File: config.mk
export PLATFORM = sky130hd
export DESIGN_NAME = mem_stage
export DESIGN_NICKNAME = d
export VERILOG_FILES = /design/src/rtl/mem_pkg.sv /design/src/rtl/mem_lane_merge.sv /design/src/rtl/mem_stage.sv
export SDC_FILE = /design/constraint.sdc
export NUM_CORES = 1
export LEC_CHECK = 0
export CAP_MARGIN = 20
export CORE_ASPECT_RATIO = 2
export CORE_MARGIN = 4
export CORE_UTILIZATION = 29
export CTS_BUF_LIST = sky130_fd_sc_hd__clkbuf_2 sky130_fd_sc_hd__clkbuf_4 sky130_fd_sc_hd__clkbuf_8
export CTS_CLUSTER_SIZE = 28
export DETAILED_ROUTE_END_ITERATION = 6
export PLACE_DENSITY = 0.79
export SYNTH_ARGS = -nofsm -noshare
export SYNTH_HDL_FRONTEND = slang
export SYNTH_SLANG_ARGS = --single-unit
File: constraint.sdc
create_clock -name clk -period 1.8 [get_ports clk]
set_input_delay 0.36 -clock clk [delete_from_list [all_inputs] [get_ports clk]]
set_output_delay 0.36 -clock clk [all_outputs]
set_load 0.01 [all_outputs]
File: src/rtl/mem_pkg.sv
// Shared definitions for the MEM pipeline stage: op encodings, fault
// address, FSM state codes and small op-classification helpers.
package mem_pkg;

    localparam logic [2:0] OP_NONE = 3'd0;
    localparam logic [2:0] OP_LW   = 3'd1;
    localparam logic [2:0] OP_LB   = 3'd2;
    localparam logic [2:0] OP_LBU  = 3'd3;
    localparam logic [2:0] OP_SW   = 3'd4;
    localparam logic [2:0] OP_SB   = 3'd5;

    // A word access here would need byte addr+1, which wraps.
    localparam logic [15:0] FAULT_ADDR = 16'hFFFF;

    localparam logic [0:0] ST_IDLE = 1'b0;
    localparam logic [0:0] ST_WAIT = 1'b1;

    // Encodings 6/7 are reserved and behave as NONE.
    function automatic logic [2:0] norm_op(input logic [2:0] op);
        case (op)
            OP_LW, OP_LB, OP_LBU, OP_SW, OP_SB: norm_op = op;
            default:                            norm_op = OP_NONE;
        endcase
    endfunction

    function automatic logic is_load(input logic [2:0] op);
        is_load = (op == OP_LW) || (op == OP_LB) || (op == OP_LBU);
    endfunction

    function automatic logic is_store(input logic [2:0] op);
        is_store = (op == OP_SW) || (op == OP_SB);
    endfunction

    function automatic logic is_mem(input logic [2:0] op);
        is_mem = is_load(op) || is_store(op);
    endfunction

endpackage

File: src/rtl/mem_lane_merge.sv
// Byte-lane handling for the data port: builds the store word (with
// read-merge for byte stores) and the extended load result.
module mem_lane_merge
    import mem_pkg::*;
(
    input  logic [2:0]  op,
    input  logic [15:0] rdata,
    input  logic [15:0] wdata,
    output logic [15:0] mem_wdata,
    output logic [15:0] load_data
);

    // Select store data and load extension per op; byte ops use the low lane.
    always_comb begin
        mem_wdata = 16'h0000;
        load_data = 16'h0000;
        case (op)
            OP_LW:   load_data = rdata;
            OP_LB:   load_data = {{8{rdata[7]}}, rdata[7:0]};
            OP_LBU:  load_data = {8'h00, rdata[7:0]};
            OP_SW:   mem_wdata = wdata;
            OP_SB:   mem_wdata = {rdata[15:8], wdata[7:0]};
            default: begin
                mem_wdata = 16'h0000;
                load_data = 16'h0000;
            end
        endcase
    end

endmodule

File: src/rtl/mem_stage.sv
// MEM pipeline stage: drives the byte-addressed data port, optionally holds
// loads/stores for WAIT_CYC extra cycles, and registers results into MEM/WB.
module mem_stage
    import mem_pkg::*;
#(
    parameter int WAIT_CYC = 0,
    parameter int OP_W     = 3
) (
    input  logic            clk,
    input  logic            rst_n,
    input  logic            in_valid,
    output logic            in_ready,
    input  logic [OP_W-1:0] in_op,
    input  logic [15:0]     in_addr,
    input  logic [15:0]     in_wdata,
    input  logic [15:0]     in_alu,
    input  logic [2:0]      in_rd,
    input  logic            in_rd_we,
    input  logic            flush,
    output logic [15:0]     mem_addr,
    output logic [15:0]     mem_wdata,
    output logic            mem_we,
    input  logic [15:0]     mem_rdata,
    output logic            wb_valid,
    output logic [2:0]      wb_rd,
    output logic            wb_we,
    output logic [15:0]     wb_data,
    output logic            wb_err
);

    localparam int              CNT_W    = (WAIT_CYC < 2) ? 1 : $clog2(WAIT_CYC + 1);
    localparam logic [CNT_W-1:0] CNT_INIT = CNT_W'(WAIT_CYC);
    localparam logic [CNT_W-1:0] CNT_ONE  = CNT_W'(1);
    localparam logic [CNT_W-1:0] CNT_ZERO = CNT_W'(0);
    localparam logic             HAS_WAIT = (WAIT_CYC > 0);

    logic [0:0]       state_r;
    logic [CNT_W-1:0] cnt_r;
    logic [2:0]       h_op_r;
    logic [15:0]      h_addr_r;
    logic [15:0]      h_wdata_r;
    logic [2:0]       h_rd_r;
    logic             h_rd_we_r;

    logic [2:0]  in_op_s;
    logic        acc_s;
    logic        go_wait_s;
    logic        done_s;
    logic [2:0]  act_op_s;
    logic [15:0] act_addr_s;
    logic [15:0] act_wdata_s;
    logic [2:0]  act_rd_s;
    logic        act_rd_we_s;
    logic        fault_s;
    logic [15:0] merge_wdata_s;
    logic [15:0] load_data_s;
    logic [15:0] wb_data_s;
    logic        wb_we_s;

    assign in_op_s  = norm_op(3'(in_op));
    assign in_ready = (state_r == ST_IDLE) && !flush;
    assign acc_s    = in_valid && in_ready;

    // Pick the op driving the port (live input in IDLE, hold register in WAIT) and detect completion.
    always_comb begin
        act_op_s    = OP_NONE;
        act_addr_s  = in_addr;
        act_wdata_s = in_wdata;
        act_rd_s    = in_rd;
        act_rd_we_s = in_rd_we;
        go_wait_s   = 1'b0;
        done_s      = 1'b0;
        if (state_r == ST_WAIT) begin
            act_op_s    = h_op_r;
            act_addr_s  = h_addr_r;
            act_wdata_s = h_wdata_r;
            act_rd_s    = h_rd_r;
            act_rd_we_s = h_rd_we_r;
            done_s      = (cnt_r == CNT_ONE) && !flush;
        end else begin
            act_op_s  = acc_s ? in_op_s : OP_NONE;
            go_wait_s = acc_s && is_mem(in_op_s) && HAS_WAIT;
            done_s    = acc_s && !go_wait_s;
        end
    end

    assign fault_s = is_mem(act_op_s) && (act_addr_s == FAULT_ADDR);

    mem_lane_merge u_merge (
        .op        (act_op_s),
        .rdata     (mem_rdata),
        .wdata     (act_wdata_s),
        .mem_wdata (merge_wdata_s),
        .load_data (load_data_s)
    );

    // Drive the data port; writes only on a fault-free completing store, never in reset.
    always_comb begin
        mem_wdata = merge_wdata_s;
        mem_we    = rst_n && done_s && is_store(act_op_s) && !fault_s;
        if (is_mem(act_op_s)) begin
            mem_addr = act_addr_s;
        end else begin
            mem_addr = 16'h0000;
        end
    end

    // Form the write-back value and register write enable for the completing op.
    always_comb begin
        wb_data_s = 16'h0000;
        wb_we_s   = 1'b0;
        if (fault_s) begin
            wb_data_s = 16'h0000;
            wb_we_s   = 1'b0;
        end else if (is_load(act_op_s)) begin
            wb_data_s = load_data_s;
            wb_we_s   = act_rd_we_s;
        end else if (is_store(act_op_s)) begin
            wb_data_s = 16'h0000;
            wb_we_s   = 1'b0;
        end else begin
            wb_data_s = in_alu;
            wb_we_s   = act_rd_we_s;
        end
    end

    // FSM, wait counter and hold register for multi-cycle accesses.
    always_ff @(posedge clk or negedge rst_n) begin
        if (!rst_n) begin
            state_r   <= ST_IDLE;
            cnt_r     <= CNT_ZERO;
            h_op_r    <= OP_NONE;
            h_addr_r  <= 16'h0000;
            h_wdata_r <= 16'h0000;
            h_rd_r    <= 3'd0;
            h_rd_we_r <= 1'b0;
        end else begin
            case (state_r)
                ST_IDLE: begin
                    if (go_wait_s) begin
                        state_r   <= ST_WAIT;
                        cnt_r     <= CNT_INIT;
                        h_op_r    <= in_op_s;
                        h_addr_r  <= in_addr;
                        h_wdata_r <= in_wdata;
                        h_rd_r    <= in_rd;
                        h_rd_we_r <= in_rd_we;
                    end
                end
                ST_WAIT: begin
                    if (flush || (cnt_r == CNT_ONE)) begin
                        state_r <= ST_IDLE;
                        cnt_r   <= CNT_ZERO;
                    end else begin
                        cnt_r <= cnt_r - CNT_ONE;
                    end
                end
                default: begin
                    state_r <= ST_IDLE;
                    cnt_r   <= CNT_ZERO;
                end
            endcase
        end
    end

    // MEM/WB register: loads on completion, otherwise clears the strobes and holds data/rd.
    always_ff @(posedge clk or negedge rst_n) begin
        if (!rst_n) begin
            wb_valid <= 1'b0;
            wb_rd    <= 3'd0;
            wb_we    <= 1'b0;
            wb_data  <= 16'h0000;
            wb_err   <= 1'b0;
        end else if (done_s) begin
            wb_valid <= 1'b1;
            wb_rd    <= act_rd_s;
            wb_we    <= wb_we_s;
            wb_data  <= wb_data_s;
            wb_err   <= fault_s;
        end else begin
            wb_valid <= 1'b0;
            wb_we    <= 1'b0;
            wb_err   <= 1'b0;
        end
    end

endmodule

# After elaboration in Yosys (flattened, before gate mapping)

Cells that the tools add are included.

Register bits: 24
Output and inout bits: 56

Add/sub/neg operators: 1
Eq/ne operators: 11
Muxes and demuxes: 24
Bitwise logic cells: 1
Reduce and logical (&&, ||, !) cells: 15

Operators with widths:

| cell                   | count |
|---|---|
| $mux W16               | 6 |
| $pmux W16 S3           | 1 |
| $pmux W16 S2           | 1 |
| $eq A16 B16 Y1 const B | 1 |
| $eq A3 B2 Y1 const B   | 4 |
| $eq A3 B3 Y1 const B   | 4 |
| $mux W3                | 4 |
| $mux W1                | 11 |
| $logic_and A1 B1 Y1    | 7 |
| $eq A3 B1 Y1 const B   | 2 |
| $logic_or A1 B1 Y1     | 5 |
| $reduce_or A5 Y1       | 1 |
| $logic_not A1 Y1       | 2 |
| $pmux W1 S2            | 1 |
| $not A1 Y1             | 1 |
| $sub A1 B1 Y1 const B  | 1 |

# Depth between registers and ports, before layout

Word-level depth: 12
Mapped depth: 6
Gate-level depth less buffers: 5

# Modules after synthesis

Synthesis repeated with hierarchy kept, for this count alone.

Cell total of the unflattened synthesis: 213
Area total of the unflattened synthesis: 1871.8 µm²

By module, submodules not included:

| module         | instances | cells each | area an instance (µm²) |
|---|---|---|---|
| mem_stage      | 1         | 157        | 1456.4 |
| mem_lane_merge | 1         | 56         | 415.4 |

# Least setup slack after synthesis

OpenSTA, ideal clock, no wires.

Path type: reg2reg
Start: reg state_r
End: reg wb_data[10]
Library setup time: 0.125 ns
Arrival: 1.736 ns
Required time: 1.675 ns
Setup slack: -0.061 ns
Cell stages (with the launch flop): 6
Path buffers: 1
Cells stage by stage: dfrtp_1 -> nand4b_1 -> or4_4 -> o31ai_4 -> buf_6 -> o21ai_2

Cells in the longest elaborated chain, start to end: 11
Elaborated cells between the ends (all ways): 22
Those cells by class: eq/ne (6); mux (8); bitwise (1); reduce/logical (7)

Ends and longest elaborated chain:

| element                                                               | line             | text |
|---|---|---|
| start, declared                                                       | mem_stage.sv:37  | `logic [0:0] state_r;` |
| start signal, assigned                                                | mem_stage.sv:130 | `state_r <= ST_IDLE;` |
| start signal, assigned                                                | mem_stage.sv:141 | `state_r <= ST_WAIT;` |
| start signal, assigned                                                | mem_stage.sv:152 | `state_r <= ST_IDLE;` |
| parallel branches: the longest is 11 deep, another holds $pmux W16 S3 | n/a              |  |
| end signal, assigned                                                  | mem_stage.sv:178 | `wb_data <= wb_data_s;` |
| end, declared                                                         | mem_stage.sv:27  | `output logic [15:0] wb_data,` |

Several ways; the timed one is not identified.
A chain may end at the register's enable or synchronous reset.

# Final worst setup path

Start: reg state_r
End: out mem_addr[13]

Cells in the longest elaborated chain, start to end: 10
Elaborated cells between the ends (all ways): 16
Those cells by class: eq/ne (5); mux (4); bitwise (1); reduce/logical (6)

Ends and longest elaborated chain:

| element                                             | line             | text |
|---|---|---|
| $not A1 Y1                                          | n/a              |  |
| $logic_and A1 B1 Y1                                 | mem_stage.sv:61  | `assign in_ready = (state_r == ST_IDLE) && !flush;` |
| $logic_and A1 B1 Y1                                 | mem_stage.sv:62  | `assign acc_s = in_valid && in_ready;` |
| $mux W3                                             | mem_stage.sv:81  | `act_op_s = acc_s ? in_op_s : OP_NONE;` |
| $mux W3                                             | mem_stage.sv:73  | `if (state_r == ST_WAIT) begin` |
| $eq A3 B1 Y1 / $eq A3 B2 Y1 (equally long branches) | mem_pkg.sv:27    | `is_load = (op == OP_LW) \|\| (op == OP_LB) \|\| (op == OP_LBU);` |
| $logic_or A1 B1 Y1 (2 in series)                    | mem_pkg.sv:27    |  |
| $logic_or A1 B1 Y1                                  | mem_pkg.sv:35    | `is_mem = is_load(op) \|\| is_store(op);` |
| $mux W16 *                                          | mem_stage.sv:101 | `if (is_mem(act_op_s)) begin` |
| end, declared                                       | mem_stage.sv:20  | `output logic [15:0] mem_addr,` |

Mark *: on every way between the ends. The rest lies on a longest branch, timed or not.

==> results.sh <==
export IMPL_hp_class="flop to flop"
export IMPL_track_usage_pct=20.9
export IMPL_clk_pin_slew_ns=0.08
export IMPL_max_freq_mhz=470
export IMPL_ant_nets=0
export IMPL_grt_pass1_vias=2165
export IMPL_period_needed_ns=2.13
export IMPL_status="finished with violations"
export IMPL_synth_top_cell_area_share_pct=41.2
export IMPL_cts_buffers=3
export IMPL_wl_um=6870
export IMPL_place_gp_congestion=0.838
export IMPL_hold_depth=1
export IMPL_yosysWarningCount=0
export IMPL_fin_util_pct=72.4
export IMPL_crit_arrival_ns=1.77
export IMPL_worstRegToRegCells=7
export IMPL_postCtsHoldBufs=0
export IMPL_syn_area_um2=1460
export IMPL_worstSetupStartpoint="state_r$_DFF_PN0_"
export IMPL_dr_pass1_iters=4
export IMPL_overflow=0
export IMPL_clk_path_buf_depth=2
export IMPL_cts_sinks=24
export IMPL_p_leak_uw=0.00156
export IMPL_synth_cell_type_count=29
export IMPL_antenna_found_initial=1
export IMPL_cts_root_buffer="clkbuf_8"
export IMPL_syn_to_final_growth_pct=142
export IMPL_fin_crit_sh_pct=118
export IMPL_p_per_area_nw_per_um2=473
export IMPL_synth_area_leader_cell="dfrtp_1"
export IMPL_worst_slew_pin_transition_ns=0.331
export IMPL_violations="negative setup slack"
export IMPL_grt_pass1_wl_um=10300
export IMPL_maxCapViolCount=0
export IMPL_synth_seq_cells=24
export IMPL_drc_errors=0
export IMPL_die_h_um=108
export IMPL_post_dp_hpwl_um=4940
export IMPL_num_vias=2020
export IMPL_viasPerCell=5.18
export IMPL_holdPathEnd="state_r$_DFF_PN0_"
export IMPL_rr_startpoint="state_r$_DFF_PN0_"
export IMPL_end_kind="output pin"
export IMPL_whs_ns=0.466
export IMPL_fin_area_um2=3520
export IMPL_reg2reg_to="wb_data[1]$_DFFE_PN0N_"
export IMPL_num_io_pins=131
export IMPL_seq_area_frac_synth_pct=41.2
export IMPL_nets=409
export IMPL_synth_area_leaders="dfrtp_1 41%, and2_1 11%, a22oi_1 8.2%"
export IMPL_rows=36
export IMPL_clock_latency_ns=0.25
export IMPL_relSlewSlack_pct=77.9
export IMPL_dieArea_um2=6290
export IMPL_grt_max_degree=25
export IMPL_worstSetupStartpointType="flop"
export IMPL_htree_levels=1
export IMPL_synth_net_count=239
export IMPL_initial_core_util_pct=30.0
export IMPL_wl_per_cell_um=17.6
export IMPL_vdd_drop_max_mv=0.469
export IMPL_setup_violations=50
export IMPL_synthCells=164
export IMPL_coreArea_um2=4860
export IMPL_syn_area_per_cell_um2=8.89
export IMPL_report_final_hold_viol_count=0
export IMPL_setup_slack_ns=-0.326
export IMPL_r2r_slack_ns=-0.14
export IMPL_worstSetupPathType="flop to output pin"
export IMPL_drt_initial_drc_count=52
export IMPL_fp_dieW_um=58.1
export IMPL_cp_required_ns=1.44
export IMPL_drive_gt1_share_pct=44.9
export IMPL_worstHoldStart="cnt_r$_DFFE_PN0P_"
export IMPL_skew_ns=0.00172
export IMPL_slew_violations=0
export IMPL_dpl_cell_area_um2=3000
export IMPL_crit_fanout=8
export IMPL_rsz0062_at_grt="true"
export IMPL_io_buffers=130
export IMPL_cts_tree="built"
export IMPL_p_total_uw=1670
metrics by stage:
step / setup TNS, ns / worst slack [ns] / cells
floorplan: -0.145 / -0.0154 / 164
global placement: -34.26 / -0.828 / 369
detailed placement: -34.21 / -0.822 / 369
CTS: -9.73 / -0.305 / 393
global route: -12.54 / -0.392 / 390
finish: -9.54 / -0.326 / 390
area by class of cell:
type | instances | area [µm²]
inverter | 2 | 7.51
antenna | 1 | 2.50
fill | 360 | 1340
tap | 57 | 71.3
clock buffer | 3 | 41.3
timing repair buffer | 172 | 1690
multi-input combinational | 131 | 1110
sequential | 24 | 602
where the power goes:
| part | leakage (µW) | internal (µW) | switching (µW) |
|---|---|---|---|
| Clock | 0.0000216 | 149 | 154 |
| Combinational | 0.00124 | 439 | 288 |
| Sequential | 0.000303 | 601 | 33.2 |
| Total | 0.00156 | 1190 | 476 |
sequential cells by signal, summed over array words and instances (netlist names):
| register | flops |
|---|---|
| cnt_r | 1 |
| state_r | 1 |
| wb_data | 16 |
| wb_err | 1 |
| wb_rd | 3 |
| wb_valid | 1 |
| wb_we | 1 |
per-layer routing:
metal	global-route usage, %	routed length [µm]	vias to the layer above
li1	-	-	945
met1	19.6	2110	978
met2	42.6	4170	83
met3	3.46	378	14
met4	7.63	212	0
met5	0	0	-
critical path, cell delays in order, from the launching register on:
cell and delay [ns]:
dfrtp_2 0.46, nor3b_4 0.25, buf_6 0.15, buf_6 0.09
and3_4 0.23, buf_6 0.10, and2_4 0.13, buf_6 0.09
kinds of logic (layout without fill, tap and decap cells):
kind of cell | count (synthesis) | count (layout) | synth area share (%)
AOI/OAI and AO/OA | 47 | 47 | 25.3
buffers and inverters | 11 | 177 | 3.35
DFF | 24 | 24 | 41.2
other | 0 | 1 | 0
and+or+nand+nor | 82 | 84 | 30.1
how the worst max path moves through the flow:
stage,to,depth (start not counted)
2_1_floorplan,wb_data[10]$_DFFE_PN0N_,5
3_3_place_gp,mem_addr[12],6
3_5_place_dp,mem_addr[15],6
4_1_cts,mem_we,4
5_1_grt,mem_addr[13],7
6_report,mem_addr[13],7
synthesized netlist by cell type (all sizes together):
cell	n
nand2	26
and2	25
dfrtp	24
o21ai	19
a22oi	16
nor2	12
a221oi	8
clkbuf	8
a21o	2
inv	2
nand2b	2
nand3	2
nand4	2
nor3	2
and3	1
and3b	1
and4	1
buf	1
nand3b	1
nand4b	1
nor3b	1
nor4	1
nor4b	1
nor4bb	1
o211a	1
o31ai	1
or3	1
or4	1
layout by cell type (no fill, tap or decap), types with 3 or more instances in the layout:
master           netlist  layout
a221oi_2               0       6
buf_2                  0       6
buf_4                  0      25
and2_4                 0      21
buf_6                  1      41
a22oi_1               16      12
o21ai_0                9       3
dlygate4sd2_1          0      19
clkbuf_8               0       3
nor2_1                12       4
dfrtp_1               24      23
o21ai_2               10      16
and2_1                25       4
nor2_4                 0       6
clkdlybuf4s50_1        0      78
nand2_1               26      25
a22oi_2                0       4
timing repair:
action	CTS	global route
setup buffers	17	1
gates resized for setup	211	67
pin swaps	40	25
gates cloned	5	0
endpoints found under the setup margin	51	50
Power figures use the tool's default switching activity.
